File: config.mk
export PLATFORM = sky130hd
export DESIGN_NAME = traffic_controller
export DESIGN_NICKNAME = d
export VERILOG_FILES = /design/src/rtl/traffic_controller_pkg.sv /design/src/rtl/traffic_controller_req_latch.sv /design/src/rtl/traffic_controller.sv
export SDC_FILE = /design/constraint.sdc
export NUM_CORES = 1
export LEC_CHECK = 0
export ABC_CLOCK_PERIOD_IN_PS = 1700
export BUFFER_PORTS_ARGS = -buffer_cell sky130_fd_sc_hd__buf_2
export CAP_MARGIN = 20
export CORE_AREA = 3 3 40 42
export DETAILED_ROUTE_END_ITERATION = 10
export DIE_AREA = 0 0 43 45
export HOLD_SLACK_MARGIN = 0.1
export PLACE_DENSITY = 0.37
export REMOVE_ABC_BUFFERS = 1
export SLEW_MARGIN = 20
export SYNTH_ARGS = -nofsm -noshare
export SYNTH_HDL_FRONTEND = slang
export SYNTH_SLANG_ARGS = --single-unit
File: constraint.sdc
create_clock -name Clk -period 1.7 [get_ports Clk]
set_input_delay 0.34 -clock Clk [delete_from_list [all_inputs] [get_ports Clk]]
set_output_delay 0.34 -clock Clk [all_outputs]
set_load 0.005 [all_outputs]
File: src/rtl/traffic_controller_pkg.sv
// Shared phase/sub-step codes and default timer codes for the traffic light controller.
package traffic_controller_pkg;

   typedef enum logic [1:0] {
      PH_NS_GREEN  = 2'b00,
      PH_NS_YELLOW = 2'b01,
      PH_EW_GREEN  = 2'b10,
      PH_EW_YELLOW = 2'b11
   } phase_e;

   typedef enum logic {
      STEP_LOAD = 1'b0,
      STEP_RUN  = 1'b1
   } step_e;

   localparam logic [3:0] GREEN_T_DEF    = 4'd15;
   localparam logic [3:0] EW_GREEN_T_DEF = 4'd10;
   localparam logic [3:0] YELLOW_T_DEF   = 4'd4;

   // Fixed rotation; the 2-bit code wraps naturally from EW_YELLOW to NS_GREEN.
   function automatic phase_e next_phase(input phase_e ph);
      logic [1:0] nxt;
      nxt = ph + 2'd1;
      return phase_e'(nxt);
   endfunction

   function automatic logic [3:0] phase_duration(
      input phase_e     ph,
      input logic [3:0] ns_green,
      input logic [3:0] ew_green,
      input logic [3:0] yellow
   );
      logic [3:0] dur;
      case (ph)
         PH_NS_GREEN: dur = ns_green;
         PH_EW_GREEN: dur = ew_green;
         default:     dur = yellow;
      endcase
      return dur;
   endfunction

endpackage

File: src/rtl/traffic_controller_req_latch.sv
// Set-dominant request latch holding the EW vehicle request until EW green is entered.
module req_latch (
   input  logic Clk,
   input  logic Rst,
   input  logic Set,
   input  logic Clr,
   output logic Q
);

   logic q_q;

   // Reset beats everything; a new request beats the clear on the same edge.
   always_ff @(posedge Clk) begin
      if (Rst) begin
         q_q <= 1'b0;
      end else if (Set) begin
         q_q <= 1'b1;
      end else if (Clr) begin
         q_q <= 1'b0;
      end
   end

   assign Q = q_q;

endmodule

File: src/rtl/traffic_controller.sv
// Two-direction traffic light FSM driving an external load/count timer.
// Optional macro TLC_SENSOR_EN: NS green re-arms until an EW request is pending.
module traffic_controller
   import traffic_controller_pkg::*;
#(
   parameter logic [3:0] GREEN_T    = GREEN_T_DEF,
   parameter logic [3:0] EW_GREEN_T = EW_GREEN_T_DEF,
   parameter logic [3:0] YELLOW_T   = YELLOW_T_DEF
) (
   input  logic       Clk,
   input  logic       Rst,
   input  logic       TDone,
   input  logic       Sensor,
   output logic [3:0] TimerD,
   output logic       TimerEn,
   output logic [1:0] Phase,
   output logic       CarPending
);

   phase_e phase_q, phase_d;
   step_e  step_q,  step_d;
   logic   enter_ew_green;

   always_ff @(posedge Clk) begin
      if (Rst) begin
         phase_q <= PH_NS_GREEN;
         step_q  <= STEP_LOAD;
      end else begin
         phase_q <= phase_d;
         step_q  <= step_d;
      end
   end

   // TDone is only trusted in RUN; during LOAD it still reflects the previous phase.
   always_comb begin
      phase_d = phase_q;
      step_d  = step_q;
      case (step_q)
         STEP_LOAD: begin
            step_d = STEP_RUN;
         end
         STEP_RUN: begin
            if (TDone) begin
               step_d = STEP_LOAD;
`ifdef TLC_SENSOR_EN
               if (phase_q == PH_NS_GREEN && !CarPending) begin
                  phase_d = PH_NS_GREEN;
               end else begin
                  phase_d = next_phase(phase_q);
               end
`else
               phase_d = next_phase(phase_q);
`endif
            end
         end
         default: begin
            step_d = STEP_LOAD;
         end
      endcase
   end

   assign enter_ew_green = !Rst && (step_q == STEP_RUN) && TDone
                           && (phase_q == PH_NS_YELLOW);

   req_latch u_req_latch (
      .Clk (Clk),
      .Rst (Rst),
      .Set (Sensor),
      .Clr (enter_ew_green),
      .Q   (CarPending)
   );

   // Reset forces a reload of the NS green code every cycle it is held.
   assign Phase   = phase_q;
   assign TimerEn = !Rst && (step_q == STEP_RUN);
   assign TimerD  = Rst ? GREEN_T
                        : phase_duration(phase_q, GREEN_T, EW_GREEN_T, YELLOW_T);

endmodule
======== Yosys cells after proc, flatten, opt, wreduce, memory -nomap -nowiden ========
Cells that the tools add are included.
Widths: inputs -> output; s select.
word-level totals
  word-level logic and storage cells ...... 20
  bits in latches ......................... 0
  output and inout port bits .............. 8
  memories ................................ 0
  bits in writable memories ............... 0
  input bits .............................. 4
  bits in read-only memories .............. 0
  flip-flop bits (word level) ............. 4
cells by class
  reductions and logical operators ........ 7
  div/mod/pow operators ................... 0
  multipliers ............................. 0
  multiplexer cells ....................... 6
  shift-type cells ........................ 0
  equal/unequal tests ..................... 2
  $lt $le $gt $ge ......................... 0
  bitwise operators ....................... 1
  $add $sub $neg .......................... 1
operators by type and width
  kind                 number
  $pmux 4 s2           1
  $mux 4               1
  $logic_and 1x1->1    3
  $mux 1               3
  $add 2x1->2 const B  1
  $eq 2x1->1 const B   1
  $eq 2x2->1 const B   1
  $logic_not 2->1      1
  $pmux 1 s2           1
  $reduce_and 2->1     1
  $reduce_bool 2->1    1
  $logic_not 1->1      1
  $not 1->1            1

======== Logic depth before layout (Yosys ltp) ========
Gate-level depths: netlist (run 1).
  depth in word-level cells ............... 6
  gate-level depth with buffers ........... 4
  gate-level depth less buffers ........... 4

======== Modules after synthesis ========
From an unflattened synthesis (run 1), not the netlist that was laid out.
unflattened totals
  cell total of the unflattened synthesis .. 26
  area total of the unflattened synthesis .. 245.2 um2
modules (own cells, without submodules)
  module              times used  cells each  seq. area each (um2)  area an instance (um2)
  traffic_controller  1           22          60.1                  206.4
  req_latch           1           4           20.0                  38.8

======== Worst setup path after synthesis (run 1) ========
No wires, ideal clock.
  path kind ............................... flip-flop to output port
  start ................................... register phase_q[0] (netlist: Phase[0])
  end ..................................... output TimerD[3]
  arrival time ............................ 1194 ps
  cell stages (with the launch flop) ...... 5
  buffers on the path ..................... 1
  slack ................................... 166 ps
  data required time ...................... 1360 ps
  path through ............................ dfxtp_1 -> inv_1 -> ha_1 -> or3_1 -> buf_4
on the way
  word-level cells in the longest chain between the ends .. 3
  elaborated cells between the ends (all ways) .. 4
  classes of those cells .................. eq/ne (1); mux (2); reduce/logical (1)
ends and longest elaborated chain
  item                                                  line                          source
  start, declared                                       traffic_controller.sv:20      phase_e phase_q, phase_d;
  start signal, assigned                                traffic_controller.sv:29      phase_q <= phase_d;
  $eq 2x2->1 / $logic_not 2->1 (equally long branches)  traffic_controller_pkg.sv:34  case (ph)
  $pmux 4 s2 (*)                                        traffic_controller_pkg.sv:34
  $mux 4 (*)                                            traffic_controller.sv:76      assign TimerD = Rst ? GREEN_T
  end, declared                                         traffic_controller.sv:14      output logic [3:0] TimerD,
Mark *: on every way between the ends. The rest lies on a longest branch, timed or not.

======== Worst setup path in the final report (run 1) ========
Same ends and word-level chain as after synthesis.

==> results of run 1 <==
tightest hold or removal path, stage by stage:
cell                       delay (ns)
sky130_fd_sc_hd__buf_2           0.10
sky130_fd_sc_hd__inv_1           0.04
sky130_fd_sc_hd__a311oi_1        0.06
synthesized netlist by cell type (all sizes together):
master and instances:
a311oi 1, and2 1, and2b 1, buf 2
dfxtp 4, ha 4, inv 3, mux2 1
nand2b 1, nand4b 1, nor2 3, nor2b 1
o31ai 1, or2 1, or3 1
power by group:
group / switching [W] / internal [W] / leakage [nW]
logic: 0.0000208 / 0.0000250 / 0.116
clock network: 0.0000391 / 0.0000790 / 0.0138
registers: 0.00000374 / 0.000101 / 0.0340
per-layer routing:
| metal | vias to the layer above | wire [um] | global-route usage, % |
|---|---|---|---|
| met5 | - | 0 | 0 |
| met4 | 0 | 0 | 5.42 |
| met3 | 0 | 50 | 4.38 |
| met2 | 8 | 229 | 8.38 |
| met1 | 95 | 218 | 6.27 |
| li1 | 111 | - | - |
repair_timing:
| action | in CTS | in global routing |
|---|---|---|
| resized for setup | 2 | 1 |
| setup endpoints to repair | 2 | 2 |
| pin swaps | 0 | 1 |
| endpoints found under the hold margin | 0 | 0 |
| setup buffers | 1 | 0 |
flip-flops by register name, summed over array words and instances (netlist names):
register       cells
step_q             1
u_req_latch.Q      1
Phase              2
through the flow:
stage	setup WS [ns]	cells	total power (W)	utilization, %	instance area (um^2)
2_1_floorplan	0.298	24	0.000129	-	234
5_1_grt	0.00370	54	0.000284	26.5	340
4_1_cts	0.00553	54	0.000272	26.5	340
6_report	0.0740	54	0.000269	26.5	340
3_5_place_dp	0.161	50	0.000150	24.0	308
3_3_place_gp	0.203	50	0.000148	24.0	308
logic make-up after synthesis:
kind of cell	after synthesis	share of synthesized area (%)
AO/OA/AOI/OAI	2	6.44
adder cells (fa/ha/maj)	4	19.8
buffers and inverters	5	11.9
flip-flops	4	31.7
multiplexers	1	5.94
AND/OR/NAND/NOR	10	24.3
final cells by class:
class / count / area, um^2
Tap cell: 15 / 18.8
Clock buffer: 3 / 22.5
Sequential cell: 4 / 82.6
Inverter: 3 / 11.3
Multi-Input combinational cell: 17 / 143
Timing Repair Buffer: 12 / 62.6
Fill cell: 144 / 945
worst max-delay path by stage:
stage,from,end,slack (ns),depth (start not counted)
global route,Phase[1]$_SDFFE_PP0P_,TimerD[1],0.004,4
CTS,Phase[1]$_SDFFE_PP0P_,TimerD[3],0.006,4
detailed placement,Phase[0]$_SDFFE_PP0P_,TimerD[3],0.16,4
global placement,Phase[0]$_SDFFE_PP0P_,TimerD[3],0.20,4
floorplan,Phase[0]$_SDFFE_PP0P_,TimerD[1],0.30,3
finish,Phase[0]$_SDFFE_PP0P_,TimerD[3],0.07,4
==> results by stage, run 1 <==
Timing:
- For the final routed database, the setup TNS stands at 0 ns.
- For the pin with the worst max-slew slack, the measured transition is 0.186 ns.
- The worst hold margin is 0.374 ns.
- After layout, the worst path uses 95.6% of the clock period.
- The maximum frequency from static timing analysis is 0.615 GHz.
- The number of endpoints with negative hold slack in the final report is 0.
- The final critical-path required period is 1.63 ns.
- The worst setup skew after layout is 0.00404 ns.
- Setup violations remaining at the end of the flow were counted as 0.
- Measured against its own limit, the worst slew margin works out to 87.5%.
- Setup repair after global routing left no endpoint under its margin.
- The total count of max-transition violations in the final report is 0.

Clock network:
- The clock tree buffer depth is 2.
- For this design, the CTS-stage hold fixing added 0 buffers.
- The root buffer cell chosen for the clock tree is sky130_fd_sc_hd__clkbuf_4.
- For the worst-skew pair, the clock arrives at the later sink with an insertion delay of 0.23 ns.
- The register clock-pin slew on the reported worst setup and hold paths is 0.04 ns.
- The number of clock sinks seen by CTS is 4.
- The number of clock buffers added by TritonCTS is 3.
- In this run the number of H-tree levels came out at 1.
- The CTS tree is done.

Logic synthesis:
- The post-synthesis average cell area is 9.72 um^2.
- The count of cell types in the netlist is 16.
- The biggest area contributor in the post-synthesis netlist is sky130_fd_sc_hd__dfxtp_1.
- The area of the mapped netlist is 253 um^2.
- Of the synthesized area, sequential elements account for 31.7%.
- Synthesis produced 26 cells.
- Yosys attributes the largest share of cell area to sky130_fd_sc_hd__dfxtp_1 32%, sky130_fd_sc_hd__ha_1 20%, sky130_fd_sc_hd__mux2_4 5.9%, sky130_fd_sc_hd__buf_6 4.5%, sky130_fd_sc_hd__inv_1 4.5%.
- The number of warnings printed during yosys synthesis is 0.
- The fraction of synthesized cell area taken by the top area cell type is 31.7%.
- The synthesis-stage register bit count is 4.

Worst setup path:
- The logic depth of the worst register-to-register path is 4.
- In this run the critical register-to-register path is captured at Phase[1]$_SDFFE_PP0P_.
- The buffering stage count on the worst path with inverters included is 2.
- The worst setup path is of the flop to output port kind.
- The signal on the critical path passes through inv_2 > ha_1 > or3_1 > buf_2.
- The startpoint identified for the worst register-to-register timing path is Phase[1]$_SDFFE_PP0P_.
- For the worst setup path, the data required time is 1.36 ns.
- The worst register-to-register path has a setup slack of 0.74 ns.
- The cell with the biggest individual delay on the critical path is sky130_fd_sc_hd__or3_1.
- The longest individual stage delay on the worst path is 0.37 ns.
- The kind of end point of the critical path is an output port.
- On the critical path the largest part of the delay comes from simple AND/OR/NAND/NOR gates.
- In this run the worst path has a maximum fanout of 3.
- Data on the critical path arrives at its endpoint at 1.29 ns.
- STA classifies the critical path startpoint as a flop.

Floorplan:
- The core box area is 1280 um^2.
- Pin placement for this block handled 12 I/O pins.
- From left edge to right edge, the die measures 43 um.
- After floorplanning, the core was divided into 13 placement rows.
- The initial utilization of the core area, before any placement, comes to 19.7%.
- The die covers 1940 um^2.
- In this run the vertical extent of the chip is 45 um.

Placement:
- The number of I/O port buffers is 11.
- The congestion estimate from routability-driven global placement came to 0.660.
- The half-perimeter wire length after detailed placement is 388 um.

GRT:
- Entering global routing, the biggest net connects 11 pins.
- The first global-routing pass estimated 821 um of wire.
- The global-route total usage across every layer is 6.16%.
- After global routing the overflow that remains totals 0.
- The initial antenna violation count is 0.
- The number of global-route vias before repair was 206.

Drt:
- The routed wirelength normalized by instance count is 9.22 um.
- The via density per instance is 3.96.
- In this run, the number of DRC markers left after iteration 0 of detailed routing was 0.
- After detailed routing, the number of remaining DRC violations is 0.
- For this block, the routed nets add up to 498 um of wire.
- The routed layout has 214 vias.
- Once detail routing completed, the nets flagged for antenna violations numbered 0.
- For this run, the detailed router's first-pass iteration total came to 1.

Final layout:
- Compared with the post-synthesis result, the final layout area differs by 34.7%.
- The layout cell share with drive strength beyond 1 is 53.8%.
- In the layout the commonest cells are 11 x sky130_fd_sc_hd__buf_2, 4 x sky130_fd_sc_hd__ha_1, 3 x sky130_fd_sc_hd__nor2_1, 3 x sky130_fd_sc_hd__clkbuf_4.
- After the last flow step, the layout net total stands at 49.
- The number of antenna diodes in the final layout is 0.
- The most common cell after layout, fill and taps aside is sky130_fd_sc_hd__buf_2.

Worst hold path:
- The worst hold path begins at Sensor.
- The worst hold path belongs to the class input port to flop.
- The number of cells on the worst hold path is 3.
- The capture endpoint of the worst hold path is u_req_latch.Q$_SDFFE_PP0P_.

Pwr:
- The static leakage power is 0.163 nW.
- The power density relative to cell area is 789 nW/um^2.
- The peak supply drop is 0.253 mV.

Run:
- The max capacitance violation total is 0.

Run status:
- The run finished with clean final reports.
No activity file was read; power rests on OpenSTA's default activity.
==> run 2: changes to the inputs <==
--- a/config.mk
+++ b/config.mk
@@ -13,6 +13,7 @@
 export DIE_AREA = 0 0 43 45
 export HOLD_SLACK_MARGIN = 0.1
 export PLACE_DENSITY = 0.37
+export RECOVER_POWER = 25
 export REMOVE_ABC_BUFFERS = 1
 export SLEW_MARGIN = 20
 export SYNTH_ARGS = -nofsm -noshare
==> run 2 against run 1 <==
- hold slack better by 0.00062 ns
- combinational power down 5.9%
- die area unchanged
- global-route usage did not move
- critical endpoint unchanged
- highest routed layer unchanged
==> results by stage, run 2 (same netlist as run 1, synthesis figures left out) <==
Run status:
- The flow ran to the end, and the final reports show no timing, DRC or antenna violations.

Pwr:
- The worst-case IR drop observed on VDD is 0.247 mV.
- The static leakage power is 0.159 nW.
- The power density relative to cell area is 793 nW/um^2.

Worst hold path:
- The capture endpoint of the worst hold path is u_req_latch.Q$_SDFFE_PP0P_.
- The startpoint identified for the worst hold timing path is Sensor.
- The class of the most critical hold timing path is input port to flop.
- The number of cells on the worst hold path is 3.

Drt:
- Dividing the detail-routed wire length by the instance count gives 9.26 um.
- The count of vias placed by the detailed router is 217.
- The count of routing violations after the opening detailed-route iteration is 0.
- The detail route stage leaves a number of antenna-violating nets equal to 0.
- The routed wire length is 500 um.
- For this run, the detailed router's first-pass iteration total came to 1.
- After detailed routing, the number of vias per cell comes to 4.02.
- For this run, design rule violations remaining after detail routing come to 0.

Placement:
- Summed over all nets, the half-perimeter wirelength after detailed placement is 388 um.
- The total placed cells including tap cells is 50.
- The number of I/O port buffers is 11.
- The congestion estimate from routability-driven global placement came to 0.660.
- The setup slack at placement is 0.161 ns.

Worst setup path:
- For the worst setup path, the data required time is 1.36 ns.
- For the worst setup path, the data arrival time is 1.29 ns.
- The endpoint of the worst register-to-register path is Phase[0]$_SDFFE_PP0P_.
- The kind of end point of the critical path is an output port.
- Measured in cells, the most critical reg-to-reg path has a length of 2.
- Among all stages on the critical path, the largest delay is contributed by sky130_fd_sc_hd__or3_1.
- The register-to-register setup slack is 0.64 ns.
- The startpoint identified for the worst register-to-register timing path is step_q$_SDFF_PP0_.
- The highest fanout seen on the critical path is 3.
- Traced cell by cell, the critical path runs through inv_2 > ha_1 > or3_1 > buf_2.
- For this run, the slowest stage of the critical path takes 0.37 ns.
- The kind of start point of the critical path is a flop.
- The worst setup path is of the flop to output port kind.

Clock network:
- The hold-fix buffer count after cts is 0.
- The H-tree level count is 1.
- The number of clock buffers added by TritonCTS is 3.
- The tree is rooted in a sky130_fd_sc_hd__clkbuf_4.
- The clock tree buffer depth is 2.
- TritonCTS built the clock tree.
- The register clock-pin slew on the reported worst setup and hold paths is 0.04 ns.
- The number of clock sinks seen by CTS is 4.
- The clock latency at the later pin of the worst-skew pair is 0.23 ns.

Floorplan:
- The die outline width is 43 um.
- The die is 45 um tall.
- The core region is 1280 um^2.
- In this run the core area contains 13 standard-cell rows.
- The count of boundary I/O pins is 12.
- The initial core utilization is 19.7%.
- The die outline area is 1940 um^2.

Timing:
- The final worst setup slack is 0.0743 ns.
- The final-layout setup total negative slack is 0 ns.
- Of the available clock period, the critical path in the final layout requires 95.6%.
- The number of setup violations in the final report is 0.
- Setup repair after global routing left no endpoint under its margin.
- The total count of max-transition violations in the final report was 0.
- The worst slew slack as a fraction of its limit is 84.5%.
- The final critical-path required period is 1.63 ns.
- Derived from the worst setup path, the maximum achievable clock frequency is 0.615 GHz.
- The worst setup skew after layout is 0.00356 ns.
- The slew of the pin with the lowest slew margin is 0.233 ns.
- The number of endpoints with negative hold slack in the final report is 0.

Final layout:
- The synthesis-to-finish area growth is 32.2%.
- The register with the most flip-flops in the layout has 2 of them.
- In the layout the commonest cells are 11 x sky130_fd_sc_hd__buf_2, 4 x sky130_fd_sc_hd__ha_1, 3 x sky130_fd_sc_hd__nor2_1, 3 x sky130_fd_sc_hd__clkbuf_4.
- The layout net count is 49.
- The number of standard cells in the layout, taps in and fillers out is 54.
- The layout has 146 filler cells.
- The most common cell after layout, fill and taps aside is sky130_fd_sc_hd__buf_2.
- The antenna diode count is 0.
- The layout cell share with drive strength beyond 1 is 51.3%.

GRT:
- The number of global-route vias before repair is 206.
- In the global route stage, overall resource usage came out at 6.16%.
- The sum of overflow across all layers after global routing is 0.
- The wire length of the first global-routing pass is 821 um.
- The initial antenna violation count was 0.
- Entering global routing, the biggest net connects 11 pins.

Run:
- Max-cap violations in this run came to 0.
## run 2: final cells by class
class                   instances  area [um^2]  area share, %
clock buffers                   3         22.5           6.74
inverters                       3         11.3           3.37
multi-input cells              17          136           40.8
flip-flops and latches          4         82.6           24.7
well taps                      15         18.8           5.62
repair buffers                 12         62.6           18.7
## run 2: metal layers
layer / track usage [%] / share of wire, % / wire, um
met5: 0 / 0 / 0
met4: 5.42 / 0 / 0
met3: 4.38 / 10 / 50
met2: 8.38 / 46 / 231
met1: 6.27 / 44 / 218
## run 2: worst max-delay path by stage
stage,depth (start not counted),end,start
6_report,4,TimerD[3],Phase[0]$_SDFFE_PP0P_
3_5_place_dp,4,TimerD[3],Phase[0]$_SDFFE_PP0P_
5_1_grt,4,TimerD[1],Phase[1]$_SDFFE_PP0P_
2_1_floorplan,3,TimerD[1],Phase[0]$_SDFFE_PP0P_
4_1_cts,4,TimerD[3],Phase[1]$_SDFFE_PP0P_
3_3_place_gp,4,TimerD[3],Phase[0]$_SDFFE_PP0P_
## run 2: through the flow
stage / hold WS, ns / utilization, % / cell area [um^2] / total power (W)
5_1_grt: 0.393 / 26.0 / 334 / 0.000282
2_1_floorplan: 0.412 / - / 234 / 0.000129
3_3_place_gp: 0.489 / 24.0 / 308 / 0.000148
3_5_place_dp: 0.491 / 24.0 / 308 / 0.000150
6_report: 0.374 / 26.0 / 334 / 0.000265
4_1_cts: 0.370 / 26.5 / 340 / 0.000272
## run 2: timing repair
item	4_1_cts	5_1_grt
endpoints found under the setup margin	2	2
gates resized for setup	2	1
pin swaps	0	1
setup buffers	1	0
## run 2: report_power, final
| part | internal (W) | switching, W |
|---|---|---|
| logic | 0.0000227 | 0.0000204 |
| registers | 0.000101 | 0.00000364 |
| clock network | 0.0000789 | 0.0000381 |
## run 2: critical path, delay by kind of cell, from the launching register on
family | cells | cell delay (ns)
buffers and inverters | 2 | 0.19
AND/OR/NAND/NOR | 1 | 0.37
adder cells (fa/ha/maj) | 1 | 0.18
flip-flops | 1 | 0.33
